## config.mk

```make
export PLATFORM = sky130hd
export DESIGN_NAME = ram_port_arbiter
export DESIGN_NICKNAME = d
export VERILOG_FILES = /design/src/rtl/ram_port_arbiter_pkg.sv /design/src/rtl/ram_port_arbiter_arb_pick.sv /design/src/rtl/ram_port_arbiter.sv
export SDC_FILE = /design/constraint.sdc
export NUM_CORES = 1
export LEC_CHECK = 0
export CAP_MARGIN = 20
export CORE_UTILIZATION = 41
export CTS_CLUSTER_SIZE = 25
export DETAILED_ROUTE_END_ITERATION = 7
export PLACE_DENSITY = 0.8
export SLEW_MARGIN = 20
export SYNTH_ARGS = -nofsm -noshare
export SYNTH_HDL_FRONTEND = slang
export SYNTH_SLANG_ARGS = --single-unit
```

## constraint.sdc

```tcl
create_clock -name clk -period 1.95 [get_ports clk]
set_clock_uncertainty 0.1 [all_clocks]
set_input_delay 0.4875 -clock clk [delete_from_list [all_inputs] [get_ports clk]]
set_output_delay 0.4875 -clock clk [all_outputs]
set_load 0.1 [all_outputs]
```

## src/rtl/ram_port_arbiter_pkg.sv

```systemverilog
// ram_port_arbiter_pkg
// Shared definitions for the two-port RAM arbiter: FSM state encoding,
// requester identifiers, bus widths and a small helper for the arbiter.
// No ports (package).
package ram_port_arbiter_pkg;

    localparam int ADDR_W = 16;
    localparam int DATA_W = 32;

    typedef enum logic [1:0] {
        IDLE   = 2'd0,
        ACCESS = 2'd1,
        RESP   = 2'd2
    } state_t;

    typedef enum logic {
        FETCH = 1'b0,
        DATA  = 1'b1
    } req_id_t;

    // The requester that is not the given one.
    function automatic req_id_t other_id(input req_id_t id);
        other_id = (id == DATA) ? FETCH : DATA;
    endfunction

endpackage

```

## src/rtl/ram_port_arbiter_arb_pick.sv

```systemverilog
// arb_pick
// Combinational two-way picker between the fetch and data requesters.
// Ports:
//   if_req, d_req  : request lines of fetch / data
//   rr_mode        : 1 = on a tie pick the requester that did not win last
//                    time, 0 = on a tie data wins
//   last_winner    : previous winner (only meaningful when rr_mode=1)
//   any_req        : at least one request present
//   winner         : selected requester (FETCH when no request)
module arb_pick
    import ram_port_arbiter_pkg::*;
(
    input  logic    if_req,
    input  logic    d_req,
    input  logic    rr_mode,
    input  req_id_t last_winner,
    output logic    any_req,
    output req_id_t winner
);

    // Pick a winner; a lone request always wins.
    always_comb begin
        any_req = if_req | d_req;
        if (if_req && d_req) begin
            if (rr_mode) begin
                winner = other_id(last_winner);
            end else begin
                winner = DATA;
            end
        end else if (d_req) begin
            winner = DATA;
        end else begin
            winner = FETCH;
        end
    end

endmodule

```

## src/rtl/ram_port_arbiter.sv

```systemverilog
// ram_port_arbiter
// Shares one single-port synchronous RAM between an instruction-fetch port
// (read only) and a data port (read/write). One access takes ACCESS (RAM
// strobe + grant) followed by RESP (read data returned), so a continuously
// busy RAM serves one access every two cycles.
// Optional feature: define ARB_ROUND_ROBIN_EN to alternate winners on a tie;
// otherwise data has fixed priority on a tie.
// Ports:
//   clk, rst                       : clock (rising edge), async active-low reset
//   if_req/if_addr                 : fetch request and word address
//   if_gnt/if_rvalid/if_rdata      : fetch grant pulse, data valid pulse, data
//   d_req/d_we/d_addr/d_wdata      : data request, write enable, address, data
//   d_gnt/d_rvalid/d_rdata         : data grant pulse, read valid pulse, data
//   ram_en/ram_we/ram_addr/ram_wdata : RAM strobe, write, address, write data
//   ram_rdata                      : RAM read data, valid the cycle after ram_en
//   busy                           : FSM not in IDLE
module ram_port_arbiter
    import ram_port_arbiter_pkg::*;
(
    input  logic              clk,
    input  logic              rst,
    input  logic              if_req,
    input  logic [ADDR_W-1:0] if_addr,
    output logic              if_gnt,
    output logic              if_rvalid,
    output logic [DATA_W-1:0] if_rdata,
    input  logic              d_req,
    input  logic              d_we,
    input  logic [ADDR_W-1:0] d_addr,
    input  logic [DATA_W-1:0] d_wdata,
    output logic              d_gnt,
    output logic              d_rvalid,
    output logic [DATA_W-1:0] d_rdata,
    output logic              ram_en,
    output logic              ram_we,
    output logic [ADDR_W-1:0] ram_addr,
    output logic [DATA_W-1:0] ram_wdata,
    input  logic [DATA_W-1:0] ram_rdata,
    output logic              busy
);

    state_t            state_r, next_state_s;
    req_id_t           lat_id_r, next_id_s;
    logic              lat_we_r, next_we_s;
    logic [ADDR_W-1:0] lat_addr_r, next_addr_s;
    logic [DATA_W-1:0] lat_wdata_r, next_wdata_s;
    logic              any_req_s;
    req_id_t           pick_s;
    req_id_t           last_winner_s;
    logic              rr_mode_s;
    logic              if_gnt_r, d_gnt_r, if_rvalid_r, d_rvalid_r;
    logic              ram_en_r, ram_we_r, busy_r;
    logic [DATA_W-1:0] if_rdata_r, d_rdata_r;

`ifdef ARB_ROUND_ROBIN_EN
    req_id_t last_winner_r;

    assign rr_mode_s     = 1'b1;
    assign last_winner_s = last_winner_r;

    // Remember who won the most recent grant.
    always_ff @(posedge clk or negedge rst) begin
        if (!rst) begin
            last_winner_r <= DATA;
        end else if (next_state_s == ACCESS) begin
            last_winner_r <= next_id_s;
        end else begin
            last_winner_r <= last_winner_r;
        end
    end
`else
    assign rr_mode_s     = 1'b0;
    assign last_winner_s = DATA;
`endif

    arb_pick u_arb_pick (
        .if_req      (if_req),
        .d_req       (d_req),
        .rr_mode     (rr_mode_s),
        .last_winner (last_winner_s),
        .any_req     (any_req_s),
        .winner      (pick_s)
    );

    // Next state and the request fields latched at arbitration time.
    always_comb begin
        next_state_s = state_r;
        next_id_s    = lat_id_r;
        next_we_s    = lat_we_r;
        next_addr_s  = lat_addr_r;
        next_wdata_s = lat_wdata_r;
        case (state_r)
            IDLE, RESP: begin
                if (any_req_s) begin
                    next_state_s = ACCESS;
                    next_id_s    = pick_s;
                    if (pick_s == DATA) begin
                        next_we_s    = d_we;
                        next_addr_s  = d_addr;
                        next_wdata_s = d_wdata;
                    end else begin
                        next_we_s    = 1'b0;
                        next_addr_s  = if_addr;
                        next_wdata_s = {DATA_W{1'b0}};
                    end
                end else begin
                    next_state_s = IDLE;
                end
            end
            ACCESS: begin
                next_state_s = RESP;
            end
            default: begin
                next_state_s = IDLE;
            end
        endcase
    end

    // State and latched request registers.
    always_ff @(posedge clk or negedge rst) begin
        if (!rst) begin
            state_r     <= IDLE;
            lat_id_r    <= DATA;
            lat_we_r    <= 1'b0;
            lat_addr_r  <= {ADDR_W{1'b0}};
            lat_wdata_r <= {DATA_W{1'b0}};
        end else begin
            state_r     <= next_state_s;
            lat_id_r    <= next_id_s;
            lat_we_r    <= next_we_s;
            lat_addr_r  <= next_addr_s;
            lat_wdata_r <= next_wdata_s;
        end
    end

    // Output strobes are decoded from the next state so they are flops
    // that line up with the state they belong to.
    always_ff @(posedge clk or negedge rst) begin
        if (!rst) begin
            if_gnt_r    <= 1'b0;
            d_gnt_r     <= 1'b0;
            ram_en_r    <= 1'b0;
            ram_we_r    <= 1'b0;
            if_rvalid_r <= 1'b0;
            d_rvalid_r  <= 1'b0;
            busy_r      <= 1'b0;
            if_rdata_r  <= {DATA_W{1'b0}};
            d_rdata_r   <= {DATA_W{1'b0}};
        end else begin
            if_gnt_r    <= (next_state_s == ACCESS) && (next_id_s == FETCH);
            d_gnt_r     <= (next_state_s == ACCESS) && (next_id_s == DATA);
            ram_en_r    <= (next_state_s == ACCESS);
            ram_we_r    <= (next_state_s == ACCESS) && next_we_s;
            if_rvalid_r <= (next_state_s == RESP) && !next_we_s && (next_id_s == FETCH);
            d_rvalid_r  <= (next_state_s == RESP) && !next_we_s && (next_id_s == DATA);
            busy_r      <= (next_state_s != IDLE);
            // Keep the returned word so rdata holds once rvalid drops.
            if (if_rvalid_r) begin
                if_rdata_r <= ram_rdata;
            end else begin
                if_rdata_r <= if_rdata_r;
            end
            if (d_rvalid_r) begin
                d_rdata_r <= ram_rdata;
            end else begin
                d_rdata_r <= d_rdata_r;
            end
        end
    end

    assign if_gnt    = if_gnt_r;
    assign d_gnt     = d_gnt_r;
    assign ram_en    = ram_en_r;
    assign ram_we    = ram_we_r;
    assign ram_addr  = lat_addr_r;
    assign ram_wdata = lat_wdata_r;
    assign if_rvalid = if_rvalid_r;
    assign d_rvalid  = d_rvalid_r;
    assign busy      = busy_r;
    // RAM data arrives during RESP; pass it straight through in that cycle.
    assign if_rdata  = if_rvalid_r ? ram_rdata : if_rdata_r;
    assign d_rdata   = d_rvalid_r  ? ram_rdata : d_rdata_r;

endmodule

```

==> results_dict.tcl, run 1 <==
set metrics [dict create \
    multi_input_area_sq_um 1668 \
    io_pins 220 \
    fmax_mhz 446.5 \
    grt_max_degree 44 \
    outcome "finished with violations" \
    synth-seq-cells 123 \
    synth_cell_type_count 25 \
    cp_top_family "flip-flops" \
    worstSkewPairLatency_ns 0.41 \
    syn-num-nets 411 \
    cp_slowest_cell "dfrtp_4" \
    rows 38 \
    r2r-start "state_r[0]" \
    syn2layout_area_growth_pct 98.29 \
    post-route-min-period_ns 2.240 \
    dp_hpwl_um 10370 \
    drtPass1Iterations 4 \
    core_sq_um 10980 \
    hold_start "state_r[1]" \
    cts.path.max_buffers 2 \
    worstMarginPinSlew_ns 0.4049 \
    relSlewSlack_pct 73.01 \
    syn-cell-area_sq_um 4683 \
    regArea_sq_um 3087 \
    rsz0062_at_grt "true" \
    viasPerCell 5.201 \
    cp.required_ns 1.36 \
    fin_area_sq_um 9286 \
    fin_crit_sh_pct 114.9 \
    wirelength_um 15650 \
    ctsHtreeMaxLevel 4 \
    drive_gt1_share_pct 44.70 \
    grt_pass1_wl_um 23670 \
    n_antenna_cell 0 \
    crit_chain "clkbuf_16 -> mux2_2 -> buf_12" \
    cts_buffers 17 \
    worst-path-buf-inv 2 \
    syn_avg_cell_area_sq_um 15.11 \
    syn_inst 310 \
    ys_seq_area_share_pct 65.75 \
    cp-start-kind "flip-flop" \
    violations "setup timing" \
    synth_top_cell_area_share_pct 65.19 \
    yosys_warnings 0 \
    antenna_found_initial 0 \
    startpoint "if_rvalid" \
    fill_cells 484 \
    cts_tree "built" \
    die_w_um 108.9 \
    holdCritPathClass "reg2reg" \
    wl_per_cell_um 22.16 \
    initial_core_util_pct 42.64 \
    dr_total_vias 3672 \
    port_buffers 219 \
    grt_pass1_vias 4133 \
    drtAntennaViolNets 0 \
    grt_usage_pct 27.62 \
    final_cell_mix "buf_12, dfrtp_1, clkdlybuf4s50_1" \
    path_clk_slew_ns 0.05 \
    crit_arrival_ns 1.65 \
    drc 0 \
    cp_max_fo 6 \
    overflow 0 \
    clkSinkCount 123 \
    cpPeakStageDelay_ns 0.50 \
    routabilityCongestion 0.7387 \
    setup_viol 65 \
    cp-end-kind "primary output" \
    hold_viol 0 \
    critical_path_class "reg2out" \
    finalNetCount 654 \
    slew_violations 0 \
    synth_area_leader_cell "dfrtp_1" \
    fin_ws_ns -0.2896 \
    placed_cell_area_sq_um 8601 \
    root_buffer "clkbuf_16" \
    drt_iter0_markers 159 \
    synthTopCellsByArea "dfrtp_1, mux2_2, a22o_1" \
    die-area_sq_um 11850 \
    final_common_cell "buf_12" \
    die_y_um 108.9 \
    drv_cap 0 \
]
-- cell usage after synthesis (all sizes together) --
| master | instances |
|---|---|
| a21o | 1 |
| or4b | 6 |
| dfrtp | 122 |
| a221oi | 10 |
| nand2b | 2 |
| nor4b | 10 |
| a21oi | 1 |
| dfstp | 1 |
| inv | 13 |
| nor2b | 1 |
| nor3 | 1 |
| clkbuf | 4 |
| a22o | 33 |
| nor3b | 1 |
| and3b | 1 |
| and2 | 1 |
| mux2 | 64 |
| o221a | 6 |
| nor2 | 11 |
| buf | 20 |
| o21bai | 1 |
-- cell type report --
type	count	share of cell area, %
Clock buffer	23	5.147
Clock inverter	9	0.7545
Inverter	13	0.5524
Multi-Input combinational cell	150	17.96
Sequential cell	123	33.24
Tap cell	140	1.886
Timing Repair Buffer	248	40.46
-- worst paths after layout --
check / to / slack (ns) / cells past startpoint
worst min register to register: busy / 0.35 / 1
worst min-delay path: busy / 0.35 / 1
min in group asynchronous: d_rdata_r[29] / 0.52 / 2
worst max register to register: ram_addr[4] / 0.49 / 3
worst max-delay path: if_rdata[0] / -0.29 / 3
max in group asynchronous: ram_wdata[19] / 0.65 / 3
-- per-layer routing --
layer	GRT usage [%]	up-vias	wire length (um)	share of wire [%]
li1	-	1623	-	-
met1	29.65	1865	5568	36
met2	48.56	160	8484	54
met3	10.64	24	1250	8.0
met4	11.00	0	341	2.2
met5	0	-	0	0
-- cells by family (layout without fill, tap and decap cells) --
family          Yosys count  count (layout)  share of synthesized area (%)
simple gates             34              34                          5.023
mux                      64              64                          15.39
flops                   123             123                          65.75
buf+inv                  37             293                          3.687
compound gates           52              52                          10.15
-- flip-flops by register name, summed over array words and instances (netlist names) --
name        count
ram_wdata      32
state_r         2
d_gnt           1
lat_id_r        1
ram_we          1
if_gnt          1
busy            1
if_rvalid       1
ram_addr       16
d_rdata_r      32
lat_we_r        1
if_rdata_r     32
d_rvalid        1
ram_en          1
-- what timing repair did --
action,in CTS,in global routing
resized for setup,8,1
buffers inserted,3,3
hold buffers,1,0
setup endpoints to repair,64,65
gates cloned,1,1
pin swaps,0,0
endpoints found under the hold margin,22,0
-- through the flow --
step                utilization (%)  instances  worst slack [ns]  TNS, ns  hold WS (ns)
floorplan                         -        310          -0.04886   -3.012       0.09191
global placement              78.31        665          -0.05348   -1.867        0.3292
detailed placement            78.31        665           -0.1132   -4.900        0.3350
CTS                           84.09        702           -0.3046   -17.73        0.3483
global route                  84.55        706           -0.3338   -19.62        0.3655
finish                        84.55        706           -0.2896   -17.17        0.3461
Power of run 1 is left out: the tool's default activity adds up to more than one toggle a clock period on the data nets, which glitch-free logic cannot reach.
==> run 2, diff against run 1 <==
ABC_AREA = 1   (was not set)
CORE_UTILIZATION = 42   (was 41)
PLACE_DENSITY = 0.81   (was 0.8)
==> results_dict.tcl, run 2 <==
set metrics [dict create \
    outcome "finished with violations" \
    violations "setup timing" \
    synth_edf_count 0 \
    cp-start-kind "flip-flop" \
    fin_ws_ns -0.2777 \
    wirelength_um 20860 \
    cp_slowest_cell "dfrtp_4" \
    yosys_warnings 0 \
    cp-end-kind "primary output" \
    rsz0062_at_grt "true" \
    viasPerCell 5.286 \
    wl_per_cell_um 22.08 \
    fmax_mhz 448.9 \
    synthArstFlopShare_pct 100.0 \
    cts.path.max_buffers 2 \
    grt_pass1_wl_um 29870 \
    routabilityCongestion 0.7798 \
    drt_iter0_markers 303 \
    overflow 0 \
    synth_top_cell_area_share_pct 62.92 \
    cts_buffers 17 \
    synth_most_common_cell "nand2_1" \
    rows 38 \
    drc 0 \
    cp_max_fo 8 \
    hold_viol 0 \
    ctsHtreeMaxLevel 4 \
    syn-num-nets 655 \
    critical_path_class "reg2out" \
    grt_max_degree 73 \
    drive_gt1_share_pct 36.15 \
    post-route-min-period_ns 2.228 \
    grt_pass1_vias 5466 \
    grt_usage_pct 34.83 \
    worstSkewPairLatency_ns 0.42 \
    synth_cell_type_count 15 \
    dr_total_vias 4995 \
    synthTopCellsByArea "dfrtp_1, nand2_1, o21ai_0" \
    dp_hpwl_um 12220 \
    ys_seq_area_share_pct 63.46 \
    die_y_um 109.5 \
    syn-cell-area_sq_um 4852 \
    synth_area_leader_cell "dfrtp_1" \
    crit_chain "clkbuf_16 -> o21ai_4 -> buf_12" \
    root_buffer "clkbuf_16" \
    ys.flop_type "dfrtp_1" \
    die_w_um 109.5 \
    cp_top_family "flip-flops" \
    worstMarginPinSlew_ns 0.4099 \
    syn_inst 554 \
    crit_arrival_ns 1.64 \
    slew_violations 0 \
    clkSinkCount 123 \
    synth-seq-cells 123 \
    port_buffers 219 \
    syn2layout_area_growth_pct 109.1 \
    die-area_sq_um 11990 \
    antenna_found_initial 0 \
    path_clk_slew_ns 0.05 \
    drtAntennaViolNets 0 \
    initial_core_util_pct 43.99 \
    n_antenna_cell 0 \
    dpl.cell_count 903 \
    netlist_top_cells_count "nand2_1, dfrtp_1, inv_1" \
    syn_avg_cell_area_sq_um 8.758 \
    cts_tree "built" \
    io_pins 220 \
    final_common_cell "nand2_1" \
    cp.required_ns 1.36 \
    worst-path-buf-inv 2 \
    setup_viol 66 \
    setup_tns_ns -15.47 \
    fin_crit_sh_pct 114.2 \
    final_cells 945 \
    relSlewSlack_pct 72.67 \
    finalNetCount 893 \
    holdCritPathClass "reg2reg" \
    final_cell_mix "nand2_1, buf_12, dfrtp_1" \
    drtPass1Iterations 5 \
    drv_cap 0 \
    core_sq_um 11030 \
    cpPeakStageDelay_ns 0.59 \
]
==> run 2: path summary, 6_finish.rpt <==
check	cells past startpoint	slack [ns]	start	endpoint
worst min-delay path	1	0.38	state_r[1]	state_r[1]
worst max register to register	5	0.59	state_r[0]	ram_addr[7]
min in group asynchronous	3	0.51	rst	d_rdata_r[28]
worst min register to register	1	0.38	state_r[1]	state_r[1]
worst max-delay path	3	-0.28	d_rvalid	d_rdata[12]
max in group asynchronous	3	0.87	rst	ram_wdata[10]
==> run 2: cell type report <==
type | instances | area [sq um]
clock inverter | 7 | 85.08
tap | 140 | 175.2
fill | 356 | 884.6
multi-input combinational | 336 | 2198
clock buffer | 25 | 515.5
inverter | 69 | 259.0
timing repair buffer | 245 | 3826
sequential | 123 | 3087
==> run 2: repair_timing <==
action / in CTS / in global routing
hold buffers: 1 / 0
gates resized for setup: 52 / 14
setup endpoints to repair: 66 / 66
cloned: 2 / 3
hold endpoints to repair: 50 / 0
pin swaps: 1 / 1
setup buffers: 1 / 3
==> run 2: per-layer routing <==
metal  vias to the layer above  GRT usage, %  part of all wire, %
met3                        74         13.10                  9.3
met4                         0         14.00                  3.3
met5                         -             0                    0
li1                       2136             -                    -
met1                      2488         36.49                   34
met2                       297         62.71                   53
==> run 2: cells by family after synthesis <==
| kind of cell | share of synthesized area (%) |
|---|---|
| flip-flops | 63.46 |
| AO/OA/AOI/OAI | 7.143 |
| buffers and inverters | 8.458 |
| AND/OR/NAND/NOR | 20.94 |
==> run 2: metrics by stage <==
| step | worst slack (ns) | hold slack (ns) | util (%) | area, sq um |
|---|---|---|---|---|
| 2_1_floorplan | -0.1980 | 0.09191 | - | 5738 |
| 3_3_place_gp | -0.07811 | 0.3245 | 83.22 | 9180 |
| 3_5_place_dp | -0.08420 | 0.3797 | 83.22 | 9180 |
| 4_1_cts | -0.2698 | 0.3872 | 90.72 | 10010 |
| 5_1_grt | -0.3311 | 0.3997 | 91.98 | 10150 |
| 6_report | -0.2777 | 0.3847 | 91.98 | 10150 |
Power of run 2 is left out for the same reason.
